<file path="src/rtl/sm_mac_accum.sv">
// Sign-magnitude multiply-accumulate stage: shift-add multiply of two magnitudes,
// signed saturating accumulate, and a valid/ready result per dot product.
module sm_mac_accum #(
    parameter int MAG_W = 8,
    parameter int ACC_W = 24
) (
    input  logic                    clk,
    input  logic                    rst_n,
    input  logic [MAG_W-1:0]        act_mag,
    input  logic                    act_sign,
    input  logic [MAG_W-1:0]        wgt_mag,
    input  logic                    wgt_sign,
    input  logic                    in_last,
    input  logic                    in_valid,
    output logic                    in_ready,
    input  logic                    clr_acc,
    output logic signed [ACC_W-1:0] acc_out,
    output logic                    sat_flag,
    output logic                    out_valid,
    input  logic                    out_ready
);

    localparam int PROD_W = 2 * MAG_W;
    localparam int CNT_W  = (MAG_W > 1) ? $clog2(MAG_W) : 1;

    typedef enum logic [1:0] {
        IDLE,
        MUL,
        ACC,
        DONE
    } state_t;

    state_t state, state_nxt;

    logic [MAG_W-1:0]  act_q;
    logic [MAG_W-1:0]  wgt_q;
    logic              psign_q;
    logic              last_q;
    logic [PROD_W-1:0] prod;
    logic [CNT_W-1:0]  cnt;
    logic [ACC_W-1:0]  acc;
    logic              sat_q;

    logic              accept;
    logic              mul_done;
    logic [PROD_W-1:0] partial;
    logic [ACC_W:0]    prod_ext;
    logic [ACC_W:0]    prod_signed;
    logic [ACC_W:0]    sum;
    logic              pos_ovf;
    logic              neg_ovf;

    assign accept   = in_valid & in_ready;
    assign mul_done = (cnt == CNT_W'(MAG_W - 1));
    assign acc_out  = acc;
    assign sat_flag = sat_q;

    always_ff @(posedge clk or negedge rst_n) begin
        if (!rst_n) begin
            state <= IDLE;
        end else begin
            state <= state_nxt;
        end
    end

    always_comb begin
        state_nxt = state;
        in_ready  = 1'b0;
        out_valid = 1'b0;
        case (state)
            IDLE: begin
                in_ready = 1'b1;
                if (in_valid) begin
                    state_nxt = MUL;
                end
            end
            MUL: begin
                if (mul_done) begin
                    state_nxt = ACC;
                end
            end
            ACC: begin
                state_nxt = last_q ? DONE : IDLE;
            end
            DONE: begin
                out_valid = 1'b1;
                if (out_ready) begin
                    state_nxt = IDLE;
                end
            end
            default: state_nxt = IDLE;
        endcase
    end

    // One shift-add step per MUL cycle, and the one-bit-wider sum whose top two
    // bits disagree exactly when the accumulate leaves the ACC_W-bit range.
    always_comb begin
        partial     = wgt_q[cnt] ? (PROD_W'(act_q) << cnt) : '0;
        prod_ext    = {{(ACC_W + 1 - PROD_W){1'b0}}, prod};
        prod_signed = psign_q ? (~prod_ext + 1'b1) : prod_ext;
        sum         = {acc[ACC_W-1], acc} + prod_signed;
        pos_ovf     = ~sum[ACC_W] & sum[ACC_W-1];
        neg_ovf     = sum[ACC_W] & ~sum[ACC_W-1];
    end

    always_ff @(posedge clk or negedge rst_n) begin
        if (!rst_n) begin
            act_q   <= '0;
            wgt_q   <= '0;
            psign_q <= 1'b0;
            last_q  <= 1'b0;
            prod    <= '0;
            cnt     <= '0;
            acc     <= '0;
            sat_q   <= 1'b0;
        end else begin
            case (state)
                IDLE: begin
                    if (clr_acc) begin
                        acc   <= '0;
                        sat_q <= 1'b0;
                    end
                    if (accept) begin
                        act_q   <= act_mag;
                        wgt_q   <= wgt_mag;
                        psign_q <= act_sign ^ wgt_sign;
                        last_q  <= in_last;
                        prod    <= '0;
                        cnt     <= '0;
                    end
                end
                MUL: begin
                    prod <= prod + partial;
                    cnt  <= cnt + 1'b1;
                end
                ACC: begin
                    if (pos_ovf) begin
                        acc   <= {1'b0, {(ACC_W - 1){1'b1}}};
                        sat_q <= 1'b1;
                    end else if (neg_ovf) begin
                        acc   <= {1'b1, {(ACC_W - 1){1'b0}}};
                        sat_q <= 1'b1;
                    end else begin
                        acc <= sum[ACC_W-1:0];
                    end
                end
                DONE: begin
                    if (out_ready) begin
                        acc   <= '0;
                        sat_q <= 1'b0;
                    end
                end
                default: ;
            endcase
        end
    end

endmodule

</file>
<file path="config.mk">
export PLATFORM = sky130hd
export DESIGN_NAME = sm_mac_accum
export DESIGN_NICKNAME = d
export VERILOG_FILES = /design/src/rtl/sm_mac_accum.sv
export SDC_FILE = /design/constraint.sdc
export NUM_CORES = 1
export LEC_CHECK = 0
export CAP_MARGIN = 20
export CORE_MARGIN = 1
export CORE_UTILIZATION = 54
export DETAILED_ROUTE_END_ITERATION = 12
export PLACE_DENSITY = 0.72
export SLEW_MARGIN = 20
export SYNTH_ARGS = -nofsm -noshare
export SYNTH_HDL_FRONTEND = slang
export SYNTH_SLANG_ARGS = --single-unit
</file>
<file path="constraint.sdc">
create_clock -name clk -period 10.3 [get_ports clk]
set_input_delay 2.06 -clock clk [delete_from_list [all_inputs] [get_ports clk]]
set_output_delay 2.06 -clock clk [all_outputs]
set_load 0.05 [all_outputs]
</file>
# == Yosys cells after proc, flatten, opt, wreduce, memory -nomap -nowiden ==
# Index checks and enable logic that the tools add are counted.
# totals
ff_bits,64
latch_bits,0
ramBits,0
romBits,0
in_bits,24
word_cells,65
mem_count,0
# classes
n_addsub,4
mul,0
n_div,0
order_cmp,1
n_eq_ne,10
shift,1
n_mux,25
bitwise,7
reduce_logical,8
# ops
op,count
$mux 24,4
$pmux 24 s3,1
$mux 16,2
$pmux 16 s2,1
$add 25x1->25 const B,1
$add 25x25->25,1
$mux 25,1
$not 16->25,1
$add 16x16->16,1
$shl 8x3->16,1
$ne 2x2->1 const B,5
$mux 2,4
$pmux 2 s4,1
$mux 1,7
$pmux 3 s2,1
$reduce_and 3->1,2
$eq 2x2->1 const B,2
$lt 3x4->1 const B,1
$reduce_and 2->1,2
$reduce_and 4->1,1
$add 3x1->3 const B,1
$and 1x1->1,3
$bmux 1 s3,1
$eq 3x3->1 const B,1
other kinds (9),10

# == Depth between registers and ports, before layout ==
# Gate-level depths: netlist (run 1).
# depth
ltp_word,9
ltp_mapped,23
mapped_depth_nobuf,22

# == Worst setup path before layout (run 1) ==
# Ideal clock, no wire load.
# synth_path
kind,register to register
startpoint,register prod[6]
endpoint,register acc[11] (netlist: acc_out[11])
arrival_ns,4.533
t_required_ns,10.174
path_slack_ns,5.641
stages_incl_launch_ff,18
n_path_buf,2
period_less_slack_ns,4.659
path_cell_list,dfrtp_1 > or4_4 > or4_4 > buf_6 > o21ai_0 > xnor2_1 > ha_1 > inv_1 > o31a_1 > o41a_1 > o311ai_1 > a21o_1 > a21o_1 > xnor2_1 > ha_1 > nor2_1 > clkbuf_1 > a221o_1
# synth_between
elab_chain_cells,9
elab_cells_between_ends,11
# synth_lines
item,line_no,rtl
from (decl),39,logic [PROD_W-1:0] prod;
from (signal assigned),133,prod <= prod + partial;
$not 16->25,100,prod_signed = psign_q ? (~prod_ext + 1'b1) : prod_ext;
$add 25x1->25,100,
$mux 25 *,100,
$add 25x25->25 *,101,"sum = {acc[ACC_W-1], acc} + prod_signed;"
$not 1->1,103,neg_ovf = sum[ACC_W] & ~sum[ACC_W-1];
$and 1x1->1,103,
$mux 24,140,end else if (neg_ovf) begin
$mux 24 *,137,if (pos_ovf) begin
$pmux 24 s3 *,117,case (state)
to (signal assigned),138,"acc <= {1'b0, {(ACC_W - 1){1'b1}}};"
to (signal assigned),141,"acc <= {1'b1, {(ACC_W - 1){1'b0}}};"
to (signal assigned),144,acc <= sum[ACC_W-1:0];
to (decl),41,logic [ACC_W-1:0] acc;
# Every way passes the cells marked *; elsewhere a longest branch is shown, timed or not.
# A chain may end at the register's enable or synchronous reset.

# == Worst setup path after layout (run 1) ==
# layout_path
startpoint,register prod[5]
endpoint,register acc[17] (netlist: acc_out[17])
# The elaborated chain is that of the path after synthesis.

==> metrics.txt, run 1 <==
crit end category flop; Storage cell area 0.00160 mm^2; RSZ-0062 raised after global routing no; placed cell areas 0.00570 mm^2; Top FF cell, synth dfrtp_1; post-synthesis register bit count 64; switch share 50.4%; vias in the first global route 4235; Setup crit start prod[5]; post-synthesis simple-gate area fraction 18.9%; clock power share 10.5%; internal power 0.00112 W; worst-path cell with the longest stage delay nor2_1; Core ar. 0.00924 mm^2; antenna viol nets, final 0; initial antenna violation count 0; Die X 99.6 um; Worst VDD drop 0.000158 V; crit-path cells or4_4, or4_1, o31ai_1, xnor2_1, ha_1, nand2_1, o21ai_0, a211oi_1, o31ai_1, a31oi_4, nand2b_1, a21oi_1, xor2_1, ha_1, nor2_1, o21ai_0, nand2_1; routed vias/inst 5.66; setup ws final 4810 ps; Layout Nets 717; Die Ht 99.6 um; commonest non-fill, non-tap cell in the layout nand2_1; Worst R2R Setup Slack 4810 ps; Final Cycle Share 53.3%; HP Class reg -> reg; Async SR Flop Fraction 100%; grt ovf 0; Final Setup Violations 0; Critical Path Source Type flop; DR vias 4407; drt drc 0; clock-pin slew of the registers on the worst-case setup and hold paths 70 ps; CTS tree built; Syn. warnings 0; Leak 2.79 nW; pre-CTS setup slack 4910 ps; critical path type reg -> reg; CTS max path bufs 2; fill count 792; CP Data Required Time 10570 ps; routed length per placed instance 15.1 um; setup bufs post-CTS 0; Synth Area in XOR/XNOR 8.68%; Placed Instances 764; fin area 0.00591 mm^2; PD cells 382 mW/mm^2; WP data arrival 5760 ps; Final Hold Viols 0; layout cells sized above 1 5.24%; Combinational Power Share 66.5%; 1st-iter DRT viols 255; largest family of logic cells by synthesized area compound AO/OA/AOI/OAI gates; Sink Count 64; first-pass GRT wire length 20300 um; Reg2Reg Launch Point prod[5]; register area share after synthesis 31.1%; cells after synthesis 612; most frequent cells in the layout nand2_1 (98), dfrtp_1 (64), nor2_1 (51); IO Pins 51; largest net degree at the start of global routing 65; Total Routing Usage GR 25.6%; Adder-Cell Fraction of Synth Area 11.7%; max-slew violations 0; RD Place Congestion 0.922; FF-to-FF End acc_out[17]; Crit Path Max Fanout 12; max cap viols 0; latest clock arrival within the worst-skew pair 340 ps; Post-Route WL 11800 um; Inserted Clock Buffers 9; Synth cell types 55; Mapped Nets 683; FF-to-FF path depth 17; outcome completed; sequential power share 23.0%; DR pass1 iterations 7; Area growth, synth to finish 14.8%; Layout Cells excl Fill 778; die area 0.00992 mm^2; std cell rows 35; Compound-Gate Fraction of Synth Area 22.2%; n_diodes 0; Setup TNS 0 ps; clk_skew 16.3 ps; # H-tree levels 3; DP HPWL 8940 um; syn_area_per_cell 8.41 um^2; Port Buffers 50; Netlist Area Pre-Place 0.00514 mm^2; EDFF count, synth 0; Worst Tran Pin Value 940 ps; fmax 0.182 GHz; Initial Util 55.7%; mux contribution to synthesized area 3.89%; Clock Root Buffer clkbuf_8; Critical Path Sink acc_out[17]; slowest stage delay, CP 750 ps; number of hold buffers added after CTS 0; Slew HR 37.1%; switching power 0.00114 W; area occupied by multi-input gates 0.00337 mm^2; cts repair resizes 0; Final Critical Period 5490 ps
-- logic make-up after synthesis --
group           after synthesis
xor+xnor                     51
fa+ha+maj                    47
flops                        64
buf+inv                      43
simple gates                219
compound gates              171
mux                          17
-- final cells by class --
cell class                      instances  area share [%]
Sequential cell                        64            27.1
Multi-Input combinational cell        505            57.0
Clock inverter                          4            1.19
Tap cell                              129            2.73
Clock buffer                           10            2.33
Timing Repair Buffer                   53            8.77
Inverter                               13           0.826
-- state kept, by name, indices dropped and copies added, names as in the netlist --
name	flops
state	2
last_q	1
acc_out	24
act_q	8
prod	16
wgt_q	8
sat_flag	1
psign_q	1
cnt	3
-- worst min path at each step --
| stage | endpoint | cells past startpoint | start |
|---|---|---|---|
| after floorplan | wgt_q[2] | 2 | wgt_q[2] |
| after global placement | wgt_q[7] | 2 | wgt_q[7] |
| after detailed placement | wgt_q[3] | 2 | wgt_q[3] |
| after CTS | wgt_q[3] | 2 | wgt_q[3] |
| after global routing | wgt_q[1] | 2 | wgt_q[1] |
| final | wgt_q[7] | 2 | wgt_q[7] |
-- synth_stat cells, types with 3 or more instances --
library cell,count,area (um^2)
xnor2_1,37,324
o21bai_1,5,37.5
o21a_1,8,60.1
a221o_1,12,120
ha_1,45,563
and2_1,4,25.0
nor2_1,51,191
clkbuf_1,27,101
o21ai_0,39,195
and3_1,3,18.8
o31ai_1,11,82.6
nor2b_1,6,37.5
a21oi_1,40,200
nand2b_1,12,75.1
nand2_1,99,372
o21ai_1,7,35.0
nor3_1,9,45.0
a21o_1,19,143
xor2_1,14,123
a31oi_1,3,18.8
mux2_2,4,45.0
nand3_1,23,115
mux2i_1,11,110
o31a_1,5,43.8
dfrtp_1,64,1600
a211oi_1,4,30.0
inv_1,13,48.8
-- per-layer routing --
layer	routed length, um	share of wire, %	vias to the layer above	global-route usage (%)
met5	0	0	-	0
met4	137	1.2	0	8.37
met3	336	2.9	12	2.67
met2	5450	46	87	41.4
met1	5850	50	2062	36.1
li1	-	-	2246	-
-- critical path: cells and delay by family, from the launching register on --
kind / cells / cell delay (ps)
simple gates: 6 / 2190
flops: 1 / 440
compound gates: 7 / 1840
xor+xnor: 2 / 290
fa+ha+maj: 2 / 660
-- metrics by stage --
step	hold WS [ps]	total power [W]	utilization [%]
3_3_place_gp	457	0.00197	61.6
5_1_grt	493	0.00246	63.9
3_5_place_dp	461	0.00200	61.6
2_1_floorplan	440	0.00167	-
6_report	474	0.00226	63.9
4_1_cts	480	0.00225	63.9
-- power groups by stage --
| stage | Clock (W) | Sequential (W) | Combinational (W) |
|---|---|---|---|
| after floorplan | 0 | 0.000582 | 0.00109 |
| after global placement | 0 | 0.000514 | 0.00146 |
| after detailed placement | 0 | 0.000522 | 0.00148 |
| after CTS | 0.000242 | 0.000516 | 0.00149 |
| after global routing | 0.000253 | 0.000538 | 0.00167 |
| final | 0.000236 | 0.000519 | 0.00150 |
Note: power is estimated with default switching activity, not from simulation.
==> run 2: changes to the inputs <==
CORE_UTILIZATION = 53   (was 54)
PLACE_DENSITY = 0.74   (was 0.72)
clock period = 4.7 ns   (was 10.3 ns; I/O delays follow)
==> run 2 against run 1 <==
Effect of this change:
- flip-flop and latch count did not move
- register-to-register slack got worse by 4800 ps
- sequential share of layout area fell by 1.5 points
- cell count rose by 3.6%
- critical path depth rose by 1
- count of clock-buffer cells in the layout rose by 1
- sequential power rose by 100%
- combinational power rose by 150%
- final area rose by 5.9%
- clock skew fell by 5.6 ps
- non-clock buffer count rose by 26
- routed wire length rose by 9.5%
- largest power group unchanged
==> metrics.txt, run 2 (synthesized netlist as in run 1, its figures left out) <==
crit end category flop; CTS max path bufs 2; crit-path cells or4_4, or4_4, o41ai_4, xnor2_1, ha_1, a21oi_2, o21bai_1, a21o_1, a21oi_2, o41a_1, o311ai_4, a21o_1, a21o_1, xnor2_1, ha_2, nor2_4, buf_6, a221o_1; DP HPWL 9580 um; max-slew violations 0; die area 0.0101 mm^2; Crit Path Max Fanout 6; Final Setup Violations 0; Final Cycle Share 99.7%; initial antenna violation count 0; Sink Count 64; Area growth, synth to finish 21.5%; max FFs per register 24; Port Buffers 50; number of hold buffers added after CTS 0; setup ws final 15.7 ps; std cell rows 35; commonest non-fill, non-tap cell in the layout nand2_1; worst-path cell with the longest stage delay or4_4; Placed Instances 785; fmax 0.213 GHz; layout cells sized above 1 12.0%; antenna viol nets, final 0; 1st-iter DRT viols 196; Slew HR 51.5%; critical path type reg -> reg; outcome completed; first-pass GRT wire length 21700 um; area occupied by multi-input gates 0.00346 mm^2; Worst Tran Pin Value 709 ps; DR vias 4641; CTS tree built; max cap viols 0; Core ar. 0.00933 mm^2; most frequent cells in the layout nand2_1 (97), dfrtp_1 (63), nor2_1 (50); Clock Root Buffer clkbuf_8; Post-Route WL 12900 um; HP Class reg -> reg; Inserted Clock Buffers 9; pre-CTS setup slack -50.7 ps; slowest stage delay, CP 560 ps; PD cells 857 mW/mm^2; Total Routing Usage GR 27.3%; Final Hold Viols 0; Layout Nets 743; Initial Util 55.2%; vias in the first global route 4587; clk_skew 10.7 ps; grt ovf 0; Die X 101 um; clock-pin slew of the registers on the worst-case setup and hold paths 80 ps; largest net degree at the start of global routing 40; RD Place Congestion 0.876; # H-tree levels 3; drt drc 0; CP Data Required Time 4930 ps; WP data arrival 4920 ps; Final Critical Period 4680 ps; Die Ht 101 um; routed length per placed instance 16.0 um; Leak 2.98 nW; routed vias/inst 5.76; DR pass1 iterations 5; Storage cell area 0.00160 mm^2; FF-to-FF path depth 18; fill count 796; most used cell, CP a21o_1; RSZ-0062 raised after global routing yes; hold path depth 2; Worst VDD drop 0.000426 V; Layout Cells excl Fill 806; Critical Path Source Type flop; n_diodes 0; IO Pins 51; latest clock arrival within the worst-skew pair 340 ps
[run 2: cell count changes in the layout (fill, tap and decap cells not counted), sizes merged]
cell      delta
clkinvlp     +1
clkbuf       +1
buf         +26
bufinv       +1
clkinv       -1
[run 2: area by class of cell]
class	count	share of cell area [%]
clock buffer	11	2.42
clock inverter	5	1.64
multi-input combinational	505	55.4
inverter	13	0.820
timing repair buffer	79	11.5
tap	129	2.58
sequential	64	25.6
[run 2: path summary, 6_finish.rpt]
check | slack (ps) | end | from
setup / recovery | 20 | acc_out[21] | prod[5]
hold / removal | 480 | wgt_q[3] | wgt_q[3]
setup reg to reg | 20 | acc_out[21] | prod[5]
hold reg to reg | 480 | wgt_q[3] | wgt_q[3]
max in group asynchronous | 3120 | prod[9] | rst_n
min in group asynchronous | 610 | acc_out[3] | rst_n
[run 2: per-layer routing]
metal  part of all wire [%]  wire length, um  GRT usage [%]
met5                      0                0              0
met1                     48             6140           36.0
met4                    1.1              146           7.47
met3                    3.2              418           4.58
met2                     48             6180           46.3
[run 2: through the flow]
stage               hold WS, ps  area [um^2]  util, %  setup TNS [ps]  power (W)
floorplan                   440         5140        -               0    0.00366
global placement            458         5850     62.7               0    0.00446
detailed placement          466         5850     62.7            -408    0.00456
CTS                         488         6130     65.7               0    0.00522
global route                500         6250     67.0           -2600    0.00582
finish                      482         6250     67.0               0    0.00536
[run 2: critical path, delay by kind of cell (launching register included)]
family	cells	cell delay (ps)
AND/OR/NAND/NOR	3	1170
AO/OA/AOI/OAI	10	1970
XOR/XNOR	2	320
flip-flops	1	380
adder cells (fa/ha/maj)	2	580
buffers and inverters	1	150
[run 2: timing repair]
item,CTS,global route
endpoints found under the setup margin,11,24
gates resized for setup,4,26
pin swaps,1,26
setup buffers,0,5
endpoints found under the hold margin,0,0
gates cloned,0,1
[run 2: report_power, final]
| group | total [W] | leakage, nW | switching, W | internal (W) |
|---|---|---|---|---|
| registers | 0.00105 | 0.831 | 0.000257 | 0.000795 |
| logic | 0.00369 | 2.02 | 0.00217 | 0.00153 |
| clock network | 0.000612 | 0.126 | 0.000231 | 0.000381 |
| total | 0.00536 | 2.98 | 0.00266 | 0.00270 |
